[config.mk]
export PLATFORM = sky130hd
export DESIGN_NAME = guess_game_sequencer
export DESIGN_NICKNAME = d
export VERILOG_FILES = /design/src/rtl/guess_pkg.sv /design/src/rtl/guess_game_sequencer_ab_scorer.sv /design/src/rtl/guess_game_sequencer.sv
export SDC_FILE = /design/constraint.sdc
export NUM_CORES = 1
export LEC_CHECK = 0
export ABC_AREA = 1
export BUFFER_PORTS_ARGS = -buffer_cell sky130_fd_sc_hd__buf_2
export CAP_MARGIN = 5
export CORE_ASPECT_RATIO = 0.5
export CORE_MARGIN = 2
export CORE_UTILIZATION = 40
export DETAILED_ROUTE_END_ITERATION = 10
export PLACE_DENSITY_LB_ADDON = 0.2
export SYNTH_ARGS = -nofsm -noshare
export SYNTH_HDL_FRONTEND = slang
export SYNTH_SLANG_ARGS = --single-unit
[constraint.sdc]
create_clock -name clk -period 5 [get_ports clk]
set_clock_uncertainty 0.2 [all_clocks]
set_input_delay 0.5 -clock clk [delete_from_list [all_inputs] [get_ports clk]]
set_output_delay 0.5 -clock clk [all_outputs]
set_load 0.02 [all_outputs]
[src/rtl/guess_pkg.sv]
// Shared types and constants for the guess-number game sequencer.
// FSM state encoding, key codes, entry geometry and a pointer-to-mask helper.
package guess_pkg;

    localparam int DIGIT_W    = 4;
    localparam int NUM_DIGITS = 4;
    localparam int ENTRY_W    = DIGIT_W * NUM_DIGITS;

    localparam logic [DIGIT_W-1:0] KEY_CODE_CLEAR = 4'hA;
    localparam logic [DIGIT_W-1:0] KEY_CODE_ENTER = 4'hB;
    localparam logic [DIGIT_W-1:0] KEY_CODE_MAXD  = 4'd9;

    typedef enum logic [2:0] {
        SET_Q = 3'd0,
        GUESS = 3'd1,
        SCORE = 3'd2,
        WIN   = 3'd3,
        LOSE  = 3'd4
    } fsm_state_t;

    // Positions already holding a digit: everything below the one-hot pointer,
    // or all of them once the pointer has shifted out (entry full).
    function automatic logic [NUM_DIGITS-1:0] filled_mask(input logic [NUM_DIGITS-1:0] ptr);
        if (ptr == '0)
            return '1;
        else
            return ptr - 1'b1;
    endfunction

endpackage

[src/rtl/guess_game_sequencer_ab_scorer.sv]
// ab_scorer: combinational bulls/cows count of a guess against the question.
// Digits within each word are assumed unique.
module ab_scorer
    import guess_pkg::*;
(
    input  logic [ENTRY_W-1:0] i_q_digits,
    input  logic [ENTRY_W-1:0] i_g_digits,
    output logic [2:0]         o_a_cnt,
    output logic [2:0]         o_b_cnt
);

    // w_match[qi][gj]: question digit qi equals guess digit gj
    logic [NUM_DIGITS-1:0] w_match [NUM_DIGITS];

    genvar gi, gj;
    generate
        for (gi = 0; gi < NUM_DIGITS; gi++) begin : g_q
            for (gj = 0; gj < NUM_DIGITS; gj++) begin : g_g
                assign w_match[gi][gj] =
                    (i_q_digits[gi*DIGIT_W +: DIGIT_W] == i_g_digits[gj*DIGIT_W +: DIGIT_W]);
            end
        end
    endgenerate

    always_comb begin
        o_a_cnt = 3'd0;
        o_b_cnt = 3'd0;
        for (int i = 0; i < NUM_DIGITS; i++) begin
            for (int j = 0; j < NUM_DIGITS; j++) begin
                if (i == j)
                    o_a_cnt = o_a_cnt + {2'b00, w_match[i][j]};
                else
                    o_b_cnt = o_b_cnt + {2'b00, w_match[i][j]};
            end
        end
    end

endmodule

[src/rtl/guess_game_sequencer.sv]
// Guess-number game sequencer: question entry, guess entry, xAyB scoring, win/restart.
// Optional GUESS_ATTEMPT_LIMIT_EN adds a LOSE state after MAX_ATTEMPTS wrong guesses.
module guess_game_sequencer
    import guess_pkg::*;
#(
    parameter int                 ATTEMPT_W    = 7,
    parameter int                 MAX_ATTEMPTS = 10,
    parameter logic [DIGIT_W-1:0] KEY_CLEAR    = KEY_CODE_CLEAR,
    parameter logic [DIGIT_W-1:0] KEY_ENTER    = KEY_CODE_ENTER
) (
    input  logic                  clk,
    input  logic                  rst,
    input  logic                  key_valid,
    input  logic [DIGIT_W-1:0]    key_code,
    output logic                  state,
    output logic [NUM_DIGITS-1:0] digit,
    output logic [ENTRY_W-1:0]    q_digits,
    output logic [ENTRY_W-1:0]    g_digits,
    output logic                  result_valid,
    output logic [2:0]            a_cnt,
    output logic [2:0]            b_cnt,
    output logic [ATTEMPT_W-1:0]  attempts,
    output logic                  win,
    output logic                  lose,
    output logic                  key_err
);

    localparam logic [ATTEMPT_W-1:0] ATTEMPT_SAT = ATTEMPT_W'(99);

    fsm_state_t              r_state_reg, w_state_next;
    logic [NUM_DIGITS-1:0]   r_digit_reg, w_digit_next;
    logic [ENTRY_W-1:0]      r_q_reg, w_q_next;
    logic [ENTRY_W-1:0]      r_g_reg, w_g_next;
    logic [2:0]              r_a_reg, w_a_next;
    logic [2:0]              r_b_reg, w_b_next;
    logic [ATTEMPT_W-1:0]    r_attempts_reg, w_attempts_next;
    logic                    r_rv_reg, w_rv_next;
    logic                    r_err_reg, w_err_next;
    logic                    r_state_bit_reg;
    logic                    r_win_reg;

    logic [ENTRY_W-1:0]      w_entry;
    logic [ENTRY_W-1:0]      w_entry_wr;
    logic [NUM_DIGITS-1:0]   w_filled;
    logic [NUM_DIGITS-1:0]   w_dup_vec;
    logic                    w_dup;
    logic                    w_full;
    logic                    w_is_digit;
    logic [2:0]              w_score_a;
    logic [2:0]              w_score_b;
    logic [ATTEMPT_W-1:0]    w_attempts_inc;

    ab_scorer u_scorer (
        .i_q_digits (r_q_reg),
        .i_g_digits (r_g_reg),
        .o_a_cnt    (w_score_a),
        .o_b_cnt    (w_score_b)
    );

    assign w_entry        = (r_state_reg == SET_Q) ? r_q_reg : r_g_reg;
    assign w_full         = (r_digit_reg == '0);
    assign w_filled       = filled_mask(r_digit_reg);
    assign w_is_digit     = (key_code <= KEY_CODE_MAXD);
    assign w_dup          = |w_dup_vec;
    assign w_attempts_inc = (r_attempts_reg >= ATTEMPT_SAT) ? r_attempts_reg
                                                            : r_attempts_reg + 1'b1;

    // Stale digits beyond the pointer (after CLEAR or a rescored guess) must not count as duplicates.
    genvar gi;
    generate
        for (gi = 0; gi < NUM_DIGITS; gi++) begin : g_pos
            assign w_dup_vec[gi] = w_filled[gi] &&
                                   (w_entry[gi*DIGIT_W +: DIGIT_W] == key_code);
            assign w_entry_wr[gi*DIGIT_W +: DIGIT_W] =
                r_digit_reg[gi] ? key_code : w_entry[gi*DIGIT_W +: DIGIT_W];
        end
    endgenerate

    always_comb begin
        w_state_next    = r_state_reg;
        w_digit_next    = r_digit_reg;
        w_q_next        = r_q_reg;
        w_g_next        = r_g_reg;
        w_a_next        = r_a_reg;
        w_b_next        = r_b_reg;
        w_attempts_next = r_attempts_reg;
        w_rv_next       = 1'b0;
        w_err_next      = 1'b0;

        case (r_state_reg)
            SET_Q, GUESS: begin
                if (key_valid) begin
                    if (w_is_digit) begin
                        if (w_full || w_dup) begin
                            w_err_next = 1'b1;
                        end else begin
                            w_digit_next = r_digit_reg << 1;
                            if (r_state_reg == SET_Q)
                                w_q_next = w_entry_wr;
                            else
                                w_g_next = w_entry_wr;
                        end
                    end else if (key_code == KEY_CLEAR) begin
                        w_digit_next = 4'b0001;
                        if (r_state_reg == SET_Q)
                            w_q_next = '0;
                        else
                            w_g_next = '0;
                    end else if (key_code == KEY_ENTER) begin
                        if (!w_full) begin
                            w_err_next = 1'b1;
                        end else if (r_state_reg == SET_Q) begin
                            w_state_next    = GUESS;
                            w_g_next        = '0;
                            w_digit_next    = 4'b0001;
                            w_attempts_next = '0;
                        end else begin
                            // Score is captured on entry so result_valid is high during SCORE.
                            w_state_next    = SCORE;
                            w_a_next        = w_score_a;
                            w_b_next        = w_score_b;
                            w_rv_next       = 1'b1;
                            w_attempts_next = w_attempts_inc;
                        end
                    end
                end
            end
            SCORE: begin
                if (r_a_reg == 3'd4) begin
                    w_state_next = WIN;
                end else begin
`ifdef GUESS_ATTEMPT_LIMIT_EN
                    if (r_attempts_reg == ATTEMPT_W'(MAX_ATTEMPTS)) begin
                        w_state_next = LOSE;
                    end else begin
                        w_state_next = GUESS;
                        w_digit_next = 4'b0001;
                    end
`else
                    w_state_next = GUESS;
                    w_digit_next = 4'b0001;
`endif
                end
            end
            WIN, LOSE: begin
                if (key_valid && (key_code == KEY_ENTER)) begin
                    w_state_next = SET_Q;
                    w_q_next     = '0;
                    w_g_next     = '0;
                    w_digit_next = 4'b0001;
                end
            end
            default: begin
                w_state_next = SET_Q;
                w_digit_next = 4'b0001;
            end
        endcase
    end

    always_ff @(posedge clk) begin
        if (rst) begin
            r_state_reg     <= SET_Q;
            r_digit_reg     <= 4'b0001;
            r_q_reg         <= '0;
            r_g_reg         <= '0;
            r_a_reg         <= '0;
            r_b_reg         <= '0;
            r_attempts_reg  <= '0;
            r_rv_reg        <= 1'b0;
            r_err_reg       <= 1'b0;
            r_state_bit_reg <= 1'b0;
            r_win_reg       <= 1'b0;
        end else begin
            r_state_reg     <= w_state_next;
            r_digit_reg     <= w_digit_next;
            r_q_reg         <= w_q_next;
            r_g_reg         <= w_g_next;
            r_a_reg         <= w_a_next;
            r_b_reg         <= w_b_next;
            r_attempts_reg  <= w_attempts_next;
            r_rv_reg        <= w_rv_next;
            r_err_reg       <= w_err_next;
            r_state_bit_reg <= (w_state_next != SET_Q);
            r_win_reg       <= (w_state_next == WIN);
        end
    end

`ifdef GUESS_ATTEMPT_LIMIT_EN
    logic r_lose_reg;
    always_ff @(posedge clk) begin
        if (rst)
            r_lose_reg <= 1'b0;
        else
            r_lose_reg <= (w_state_next == LOSE);
    end
    assign lose = r_lose_reg;
`else
    assign lose = 1'b0;
`endif

    assign state        = r_state_bit_reg;
    assign digit        = r_digit_reg;
    assign q_digits     = r_q_reg;
    assign g_digits     = r_g_reg;
    assign result_valid = r_rv_reg;
    assign a_cnt        = r_a_reg;
    assign b_cnt        = r_b_reg;
    assign attempts     = r_attempts_reg;
    assign win          = r_win_reg;
    assign key_err      = r_err_reg;

endmodule

==> impl_metrics.json, run 1 <==
{
  "status": "finished clean",
  "worstSetupEndpointType": "flip-flop",
  "crit_type": "flip-flop to flip-flop",
  "track_usage": 0.238,
  "syn_area_per_cell_um2": 6.40,
  "syn_nets": 689,
  "irDropWorstVdd_mv": 0.218,
  "start_util": 0.415,
  "whs_path_depth": 2,
  "p_total_mw": 1.70,
  "ys_seq_area_frac": 0.262,
  "nNetsFinal": 710,
  "first_iter_violations": 434,
  "place_area_um2": 4580,
  "regToRegSetupSlack_ns": 0.67,
  "finalSetupViolCount": 0,
  "cts_resized": 0,
  "core-area_um2": 10300,
  "power.density_nw_per_um2": 359,
  "rsz0062_at_grt": "no",
  "netlist_instances": 668,
  "ys_ff_latch": 56,
  "stdcell_area_um2": 4730,
  "numClockSinks": 56,
  "fin_crit_ns": 4.33,
  "cp-start-kind": "flip-flop",
  "grt_pass1_vias": 3875,
  "relSlewSlack": 0.326,
  "tightest_slew_ns": 1.00,
  "finalHoldViolCount": 0,
  "cts_tree": "yes",
  "clkLatencyLatePin_ns": 0.30,
  "ios": 61,
  "reg2regPathDepth": 14,
  "postCtsHoldBufs": 0,
  "r2r_start": "q_digits[2]$_SDFFE_PP0P_",
  "ys_warn_count": 0,
  "cts_buffers": 5,
  "vias": 4331,
  "hp-class": "input port to flip-flop",
  "std_cell_rows": 26,
  "clkSlewWorstSetupHoldPaths_ns": 0.08,
  "ant_nets": 0,
  "post-route-period-util": 0.866,
  "n_antenna_cell": 0,
  "cts_root_buf": "clkbuf_16",
  "drc": 0,
  "first_pass_iters": 6,
  "drive_gt1_frac": 0.136,
  "wl_per_cell_um": 16.0,
  "netlist_area_um2": 4280,
  "port-buffer-count": 59,
  "cp_data_required_time_ns": 4.96,
  "gp_congestion": 0.900,
  "grt_start_max_net_pins": 48,
  "hpwl_mm": 10.1,
  "grt_pass1_wl_mm": 21.2,
  "maxCapViolCount": 0,
  "most-common-layout-cells": "nand2_1 (143), nor2_1 (105), inv_1 (66)",
  "maxSlewViolCount": 0,
  "die_w_um": 150,
  "worstHoldStart": "rst",
  "synthToLayoutAreaGrowth_pct": 10.6,
  "leakagePower_nw": 2.34,
  "die_area_um2": 11600,
  "layout_commonest_cell": "nand2_1",
  "die-height_um": 77.1,
  "tns_ns": 0,
  "h-tree-depth": 2,
  "critical_path.startpoint": "q_digits[2]$_SDFFE_PP0P_",
  "drt-vias-per-instance": 5.22,
  "fmax_ghz": 0.231,
  "worst-path-max-fanout": 7,
  "finalWirelength_mm": 13.3,
  "synth_cell_types": 40,
  "cts_setup_buffers": 0,
  "cp.arrival_ns": 4.29,
  "r2r-end": "b_cnt[1]$_SDFFE_PP0P_",
  "gr-total-overflow": 0,
  "cts_max_path_buffers": 2,
  "min_to": "attempts[0]$_SDFFE_PP0P_",
  "antenna_found_initial": 0
}
==> logic make-up (layout without fill, tap and decap cells) <==
kind of cell               count (synthesis)  after routing  synth area share
DFF                                       56             56             0.262
xor gates and xnor gates                  60             60             0.123
adders and majority gates                 14             14            0.0550
and+or+nand+nor                          337            337             0.335
AOI/OAI and AO/OA                         71             71             0.104
other                                      1              1          0.000877
buffers and inverters                    129            151             0.121
==> report_power, final <==
group	switching (mW)	leakage [nW]	internal, mW
combinational	0.465	1.82	0.327
clock	0.186	0.0660	0.187
sequential	0.0615	0.457	0.472
==> critical path: stages (launching register included) <==
cell     delay (ns)
dfxtp_1        0.52
xor2_1         0.12
nor4_1         0.38
ha_1           0.30
inv_1          0.08
fa_1           0.41
fa_1           0.54
inv_1          0.05
fa_1           0.54
inv_1          0.06
fa_1           0.41
inv_1          0.08
fa_1           0.40
inv_1          0.06
a21oi_1        0.05
==> per-stage QoR <==
step | worst slack [ns] | utilization | instances | hold slack [ns]
2_1_floorplan | 0.715 | - | 668 | 0.324
3_3_place_gp | 0.797 | 0.444 | 822 | 0.279
3_5_place_dp | 0.776 | 0.444 | 822 | 0.282
4_1_cts | 0.734 | 0.459 | 830 | 0.212
5_1_grt | 0.563 | 0.459 | 830 | 0.230
6_report | 0.670 | 0.459 | 830 | 0.219
==> layout make-up <==
class	count	area (um^2)
Inverter	75	282
Sequential cell	56	1120
Multi-Input combinational cell	483	2640
Fill cell	1106	5580
Tap cell	140	175
Timing Repair Buffer	68	363
Clock buffer	5	125
Clock inverter	3	23.8
==> Yosys cell counts <==
master / instances / share of area
nand3_2: 2 / 0.0047
xor2_1: 18 / 0.037
o21a_1: 1 / 0.0018
a211oi_1: 10 / 0.018
buf_1: 2 / 0.0018
conb_1: 1 / 0.00088
o21bai_1: 1 / 0.0018
o21ai_1: 2 / 0.0023
o31ai_1: 1 / 0.0018
nand2_1: 143 / 0.13
xnor2_1: 42 / 0.086
buf_6: 1 / 0.0026
inv_2: 5 / 0.0044
clkbuf_1: 37 / 0.032
o21bai_4: 1 / 0.0044
a221oi_1: 3 / 0.0061
nand3b_1: 1 / 0.0018
a31oi_1: 4 / 0.0058
nand3_1: 52 / 0.061
clkinv_1: 4 / 0.0035
inv_1: 66 / 0.058
o2111ai_1: 1 / 0.0020
buf_4: 3 / 0.0053
buf_2: 11 / 0.013
nor3_1: 4 / 0.0047
o21ai_2: 2 / 0.0041
nand2_2: 2 / 0.0029
nor4_1: 6 / 0.0088
ha_1: 6 / 0.018
o211ai_1: 2 / 0.0035
o21ai_0: 28 / 0.033
nor2_2: 1 / 0.0015
dfxtp_1: 56 / 0.26
fa_1: 8 / 0.037
a21oi_1: 14 / 0.016
nor2_4: 1 / 0.0026
nor2_1: 105 / 0.092
or2_2: 3 / 0.0044
nand4_1: 17 / 0.025
a221oi_2: 1 / 0.0035
==> per-layer routing <==
metal	GRT usage	share of wire
met1	0.359	0.51
met2	0.332	0.39
met3	0.0607	0.082
met4	0.0613	0.011
met5	0	0
==> worst max-delay path by stage <==
| stage | end | slack (ns) |
|---|---|---|
| global route | b_cnt[1]$_SDFFE_PP0P_ | 0.56 |
| detailed placement | b_cnt[1]$_SDFFE_PP0P_ | 0.78 |
| floorplan | b_cnt[1]$_SDFFE_PP0P_ | 0.71 |
| global placement | b_cnt[1]$_SDFFE_PP0P_ | 0.80 |
| finish | b_cnt[1]$_SDFFE_PP0P_ | 0.67 |
| CTS | b_cnt[1]$_SDFFE_PP0P_ | 0.73 |
(Power assumes the default switching activity.)
==> run 2, diff against run 1 <==
--- a/config.mk
+++ b/config.mk
@@ -5,12 +5,12 @@
 export SDC_FILE = /design/constraint.sdc
 export NUM_CORES = 1
 export LEC_CHECK = 0
-export ABC_AREA = 1
 export BUFFER_PORTS_ARGS = -buffer_cell sky130_fd_sc_hd__buf_2
 export CAP_MARGIN = 5
 export CORE_ASPECT_RATIO = 0.5
 export CORE_MARGIN = 2
 export CORE_UTILIZATION = 40
+export CTS_BUF_LIST = sky130_fd_sc_hd__clkbuf_2 sky130_fd_sc_hd__clkbuf_4 sky130_fd_sc_hd__clkbuf_8
 export DETAILED_ROUTE_END_ITERATION = 10
 export PLACE_DENSITY_LB_ADDON = 0.2
 export SYNTH_ARGS = -nofsm -noshare
==> impl_metrics.json, run 2 <==
{
  "status": "finished clean",
  "r2r_start": "q_digits[1]$_SDFFE_PP0P_",
  "vias": 3792,
  "syn_nets": 539,
  "h-tree-depth": 2,
  "finalSetupViolCount": 0,
  "cp.arrival_ns": 4.53,
  "ant_nets": 0,
  "cts_buffers": 5,
  "reg2regPathDepth": 14,
  "synth-xor-area-share": 0.155,
  "seq_area_um2": 1120,
  "netlist_area_um2": 4340,
  "ios": 61,
  "die_w_um": 151,
  "grtUsageMet1": 0.353,
  "synth_edf_count": 0,
  "synth_common_cells": "nand2_1 (64), dfxtp_1 (56), xnor2_1 (49)",
  "most-common-layout-cells": "nand2_1 (64), buf_2 (59), dfxtp_1 (56)",
  "combPwrFrac": 0.241,
  "cts_max_path_buffers": 2,
  "syn_area_per_cell_um2": 8.38,
  "regToRegSetupSlack_ns": 0.48,
  "use_met2": 0.313,
  "drive_gt1_frac": 0.173,
  "relSlewSlack": 0.396,
  "yosysTopAreaCell": "dfxtp_1",
  "synth_area_leaders": "dfxtp_1 (26%), mux2i_1 (11%), xnor2_1 (9.9%), xor2_1 (5.7%), nand2_1 (5.5%)",
  "rsz0062_at_grt": "no",
  "whs_path_depth": 2,
  "synth_top_family_by_area": "simple AND/OR/NAND/NOR gates",
  "postCtsHoldBufs": 0,
  "clkLatencyLatePin_ns": 0.32,
  "grt_util_met3": 0.0535,
  "ys_seq_area_frac": 0.258,
  "cts_root_buf": "clkbuf_8",
  "antenna_found_initial": 0,
  "p_total_mw": 1.03,
  "synth_top_area_share": 0.258,
  "maxSlewViolCount": 0,
  "port-buffer-count": 59,
  "min_to": "key_err$_SDFF_PP0_",
  "clkPwrFrac": 0.306,
  "grt_pass1_vias": 3514,
  "cts_tree": "yes",
  "finalWirelength_mm": 12.7,
  "cp-start-kind": "flip-flop",
  "synthToLayoutAreaGrowth_pct": 8.79,
  "synth_flop_cell": "dfxtp_1",
  "worst-path-max-fanout": 8,
  "ys_warn_count": 0,
  "drc": 0,
  "track_usage": 0.227,
  "gr-total-overflow": 0,
  "synth_cell_types": 67,
  "netlist_instances": 518,
  "gp_congestion": 0.987,
  "n_fill_cell": 1028,
  "tns_ns": 0,
  "power_frac_seq": 0.453,
  "multi_input_area_um2": 2810,
  "first_iter_violations": 326,
  "synth_compound_area_frac": 0.126,
  "irDropWorstVdd_mv": 0.104,
  "first_pass_iters": 4,
  "numClockSinks": 56,
  "layout_commonest_cell": "nand2_1",
  "finalHoldViolCount": 0,
  "worstSetupEndpointType": "flip-flop",
  "nNetsFinal": 562,
  "clkSlewWorstSetupHoldPaths_ns": 0.11,
  "synth_simple_gate_area_frac": 0.202,
  "placed_cells": 674,
  "p_sw_frac": 0.319,
  "crit_type": "flip-flop to flip-flop",
  "fmax_ghz": 0.221,
  "grt_pass1_wl_mm": 20.5,
  "cts_setup_buffers": 0,
  "grt_start_max_net_pins": 24,
  "synth_most_common_cell": "nand2_1",
  "p_int_uw": 701,
  "drt-vias-per-instance": 5.56,
  "cp_data_required_time_ns": 5.01,
  "core-area_um2": 10400,
  "power.switching_uw": 328,
  "n_antenna_cell": 0,
  "post-route-period-util": 0.904,
  "r2r-end": "b_cnt[1]$_SDFFE_PP0P_",
  "fin_crit_ns": 4.52,
  "maxCapViolCount": 0,
  "die-height_um": 77.6,
  "async_flop_share": 0,
  "std_cell_rows": 26,
  "leakagePower_nw": 2.04,
  "cts_resized": 0,
  "die_area_um2": 11700,
  "ys_ff_latch": 56,
  "synth.area.mux_share": 0.108,
  "hp-class": "input port to flip-flop",
  "tightest_slew_ns": 0.904,
  "wl_per_cell_um": 18.7,
  "hpwl_mm": 9.36,
  "power.density_nw_per_um2": 218,
  "start_util": 0.418,
  "top_usage_layer": "met1",
  "worstHoldStart": "key_valid",
  "synth_adder_area_share": 0.0542,
  "fin_cells": 682
}
run 2: cell count changes in the layout (fill, tap and decap cells not counted), sizes merged, moves of 10 or more:
| cell | change |
|---|---|
| inv | -50 |
| mux2i | +47 |
| nand2 | -81 |
| nand2b | +11 |
| nand3 | -49 |
| nor2 | -84 |
| o21ai | -17 |
| xor2 | +10 |
run 2: cell type report:
cell class	count	area share
inverter	22	0.0175
timing repair buffer	75	0.0880
multi-input combinational	381	0.595
tap	140	0.0371
sequential	56	0.237
clock buffer	5	0.0146
clock inverter	3	0.0101
run 2: cell families (layout without fill, tap and decap cells):
logic type      Yosys count  after routing
simple gates            164            164
buf+inv                  81            105
compound gates           78             78
xor+xnor                 77             77
flops                    56             56
mux                      47             47
fa+ha+maj                14             14
other cells               1              1
run 2: power groups by stage:
stage | sequential, mW | clock [mW] | combinational, mW
2_1_floorplan | 0.474 | 0 | 0.193
3_3_place_gp | 0.476 | 0 | 0.249
3_5_place_dp | 0.476 | 0 | 0.249
4_1_cts | 0.466 | 0.326 | 0.250
5_1_grt | 0.468 | 0.338 | 0.282
6_report | 0.467 | 0.315 | 0.248
run 2: worst max-delay path, stage by stage (launching register included):
cell	delay (ns)
dfxtp_1	0.58
xor2_1	0.12
nor4_1	0.44
ha_1	0.31
inv_1	0.08
fa_1	0.41
fa_1	0.54
inv_1	0.05
fa_1	0.53
inv_1	0.06
fa_1	0.41
inv_1	0.07
fa_1	0.40
mux2i_1	0.14
nor2_1	0.05
run 2: how the worst max path moves through the flow:
stage | startpoint | endpoint | slack [ns] | cells after the start
3_3_place_gp | q_digits[1]$_SDFFE_PP0P_ | b_cnt[1]$_SDFFE_PP0P_ | 0.69 | 14
6_report | q_digits[1]$_SDFFE_PP0P_ | b_cnt[1]$_SDFFE_PP0P_ | 0.48 | 14
4_1_cts | q_digits[1]$_SDFFE_PP0P_ | b_cnt[1]$_SDFFE_PP0P_ | 0.50 | 14
3_5_place_dp | q_digits[1]$_SDFFE_PP0P_ | b_cnt[1]$_SDFFE_PP0P_ | 0.51 | 14
2_1_floorplan | q_digits[1]$_SDFFE_PP0P_ | b_cnt[1]$_SDFFE_PP0P_ | 0.65 | 15
5_1_grt | q_digits[1]$_SDFFE_PP0P_ | b_cnt[1]$_SDFFE_PP0P_ | 0.31 | 14
run 2: metrics by stage:
| stage | instance area [um^2] | setup slack (ns) | hold slack (ns) | util |
|---|---|---|---|---|
| 2_1_floorplan | 4340 | 0.645 | 0.371 | - |
| 3_3_place_gp | 4600 | 0.688 | 0.282 | 0.444 |
| 3_5_place_dp | 4600 | 0.508 | 0.292 | 0.444 |
| 4_1_cts | 4720 | 0.497 | 0.307 | 0.455 |
| 5_1_grt | 4720 | 0.310 | 0.320 | 0.455 |
| 6_report | 4720 | 0.481 | 0.311 | 0.455 |
run 2: per-layer routing:
metal	vias to the layer above	wire [um]
met5	-	0
met4	0	120
met3	10	951
met2	120	5080
met1	1851	6570
li1	1811	-
==> run 3, diff against run 2 <==
--- a/config.mk
+++ b/config.mk
@@ -8,7 +8,7 @@
 export BUFFER_PORTS_ARGS = -buffer_cell sky130_fd_sc_hd__buf_2
 export CAP_MARGIN = 5
 export CORE_ASPECT_RATIO = 0.5
-export CORE_MARGIN = 2
+export CORE_MARGIN = 5
 export CORE_UTILIZATION = 40
 export CTS_BUF_LIST = sky130_fd_sc_hd__clkbuf_2 sky130_fd_sc_hd__clkbuf_4 sky130_fd_sc_hd__clkbuf_8
 export DETAILED_ROUTE_END_ITERATION = 10
==> impl_metrics.json, run 3 (synthesis results as in run 2) <==
{
  "finalHoldViolCount": 0,
  "drt-vias-per-instance": 5.59,
  "cts_max_path_buffers": 2,
  "clkLatencyLatePin_ns": 0.33,
  "power.density_nw_per_um2": 221,
  "synthToLayoutAreaGrowth_pct": 8.79,
  "tns_ns": 0,
  "finalSetupViolCount": 0,
  "power.switching_uw": 340,
  "ant_nets": 0,
  "ios": 61,
  "relSlewSlack": 0.409,
  "finalWirelength_mm": 13.3,
  "rsz0062_at_grt": "no",
  "layout_commonest_cell": "nand2_1",
  "antenna_found_initial": 0,
  "cts_tree": "yes",
  "power_frac_seq": 0.447,
  "cp-start-kind": "flip-flop",
  "die-height_um": 83.6,
  "most-common-layout-cells": "nand2_1 (64), buf_2 (59), dfxtp_1 (56)",
  "drive_gt1_frac": 0.173,
  "cp.arrival_ns": 4.47,
  "first_pass_iters": 5,
  "h-tree-depth": 2,
  "die_w_um": 157,
  "wl_per_cell_um": 19.5,
  "gp_congestion": 0.917,
  "maxSlewViolCount": 0,
  "grt_pass1_vias": 3490,
  "vias": 3812,
  "worst-path-max-fanout": 8,
  "nNetsFinal": 562,
  "core-area_um2": 10400,
  "fin_crit_ns": 4.46,
  "n_fill_cell": 1022,
  "leakagePower_nw": 2.04,
  "post-route-period-util": 0.891,
  "std_cell_rows": 26,
  "track_usage": 0.202,
  "port-buffer-count": 59,
  "grt_start_max_net_pins": 24,
  "first_iter_violations": 446,
  "cts_root_buf": "clkbuf_8",
  "cts_setup_buffers": 0,
  "grt_pass1_wl_mm": 20.9,
  "p_sw_frac": 0.326,
  "holdWs_ns": 0.310,
  "crit_type": "flip-flop to flip-flop",
  "worstSetupEndpointType": "flip-flop",
  "start_util": 0.417,
  "n_antenna_cell": 0,
  "maxCapViolCount": 0,
  "fmax_ghz": 0.224,
  "hpwl_mm": 9.75,
  "gr-total-overflow": 0,
  "combPwrFrac": 0.243,
  "p_int_uw": 703,
  "cts_resized": 0,
  "hp-class": "flip-flop to flip-flop",
  "cp_data_required_time_ns": 5.01,
  "irDropWorstVdd_mv": 0.0976,
  "status": "finished clean",
  "clkSlewWorstSetupHoldPaths_ns": 0.12,
  "cts_buffers": 5,
  "tightest_slew_ns": 0.884,
  "clkPwrFrac": 0.310,
  "die_area_um2": 13200,
  "postCtsHoldBufs": 0,
  "numClockSinks": 56,
  "drc": 0
}
run 3: cell counts in the layout (fill, tap and decap cells not counted):
No cell type changed its count.
run 3: layer usage:
layer  GRT usage  routed length [um]  up-vias
met1       0.315                6640     1831
met4      0.0343                  99        0
li1            -                   -     1813
met2       0.283                5520      159
met5           0                   0        -
met3      0.0456                1050        9
run 3: per-stage QoR:
| stage | area [um^2] | total power [mW] | cells | setup slack [ns] | util |
|---|---|---|---|---|---|
| 5_1_grt | 4720 | 1.10 | 682 | 0.447 | 0.453 |
| 4_1_cts | 4720 | 1.05 | 682 | 0.587 | 0.453 |
| 6_report | 4720 | 1.04 | 682 | 0.543 | 0.453 |
| 2_1_floorplan | 4340 | 0.667 | 518 | 0.645 | - |
| 3_3_place_gp | 4600 | 0.727 | 674 | 0.688 | 0.442 |
| 3_5_place_dp | 4600 | 0.731 | 674 | 0.614 | 0.442 |
run 3: final timing paths:
kind	from	end	slack, ns	cells after the start
worst max-delay path	q_digits[1]$_SDFFE_PP0P_	b_cnt[1]$_SDFFE_PP0P_	0.54	14
worst min-delay path	b_cnt[0]$_SDFFE_PP0P_	b_cnt[0]$_SDFFE_PP0P_	0.31	2
worst max register to register	q_digits[1]$_SDFFE_PP0P_	b_cnt[1]$_SDFFE_PP0P_	0.54	14
worst min register to register	b_cnt[0]$_SDFFE_PP0P_	b_cnt[0]$_SDFFE_PP0P_	0.31	2
run 3: power groups by stage:
stage                     combinational [mW]  sequential (mW)  clock (mW)
after global placement                 0.251            0.476           0
final                                  0.253            0.467       0.324
after detailed placement               0.255            0.476           0
after CTS                              0.255            0.466       0.334
after floorplan                        0.193            0.474           0
after global routing                   0.282            0.468       0.349
run 3: cell type report:
| type | instances | area (um^2) | area share |
|---|---|---|---|
| multi-input combinational | 381 | 2810 | 0.595 |
| sequential | 56 | 1120 | 0.237 |
| timing repair buffer | 75 | 415 | 0.0880 |
| tap | 140 | 175 | 0.0371 |
| inverter | 22 | 82.6 | 0.0175 |
| clock buffer | 5 | 68.8 | 0.0146 |
| clock inverter | 3 | 47.5 | 0.0101 |
run 3: worst max-delay path, cell delays in order, from the launching register on:
cell and delay, ns:
dfxtp_1 0.58, xor2_1 0.12, nor4_1 0.40, ha_1 0.29, inv_1 0.08, fa_1 0.41
fa_1 0.54, inv_1 0.05, fa_1 0.52, inv_1 0.05, fa_1 0.41, inv_1 0.08
fa_1 0.40, mux2i_1 0.14, nor2_1 0.05
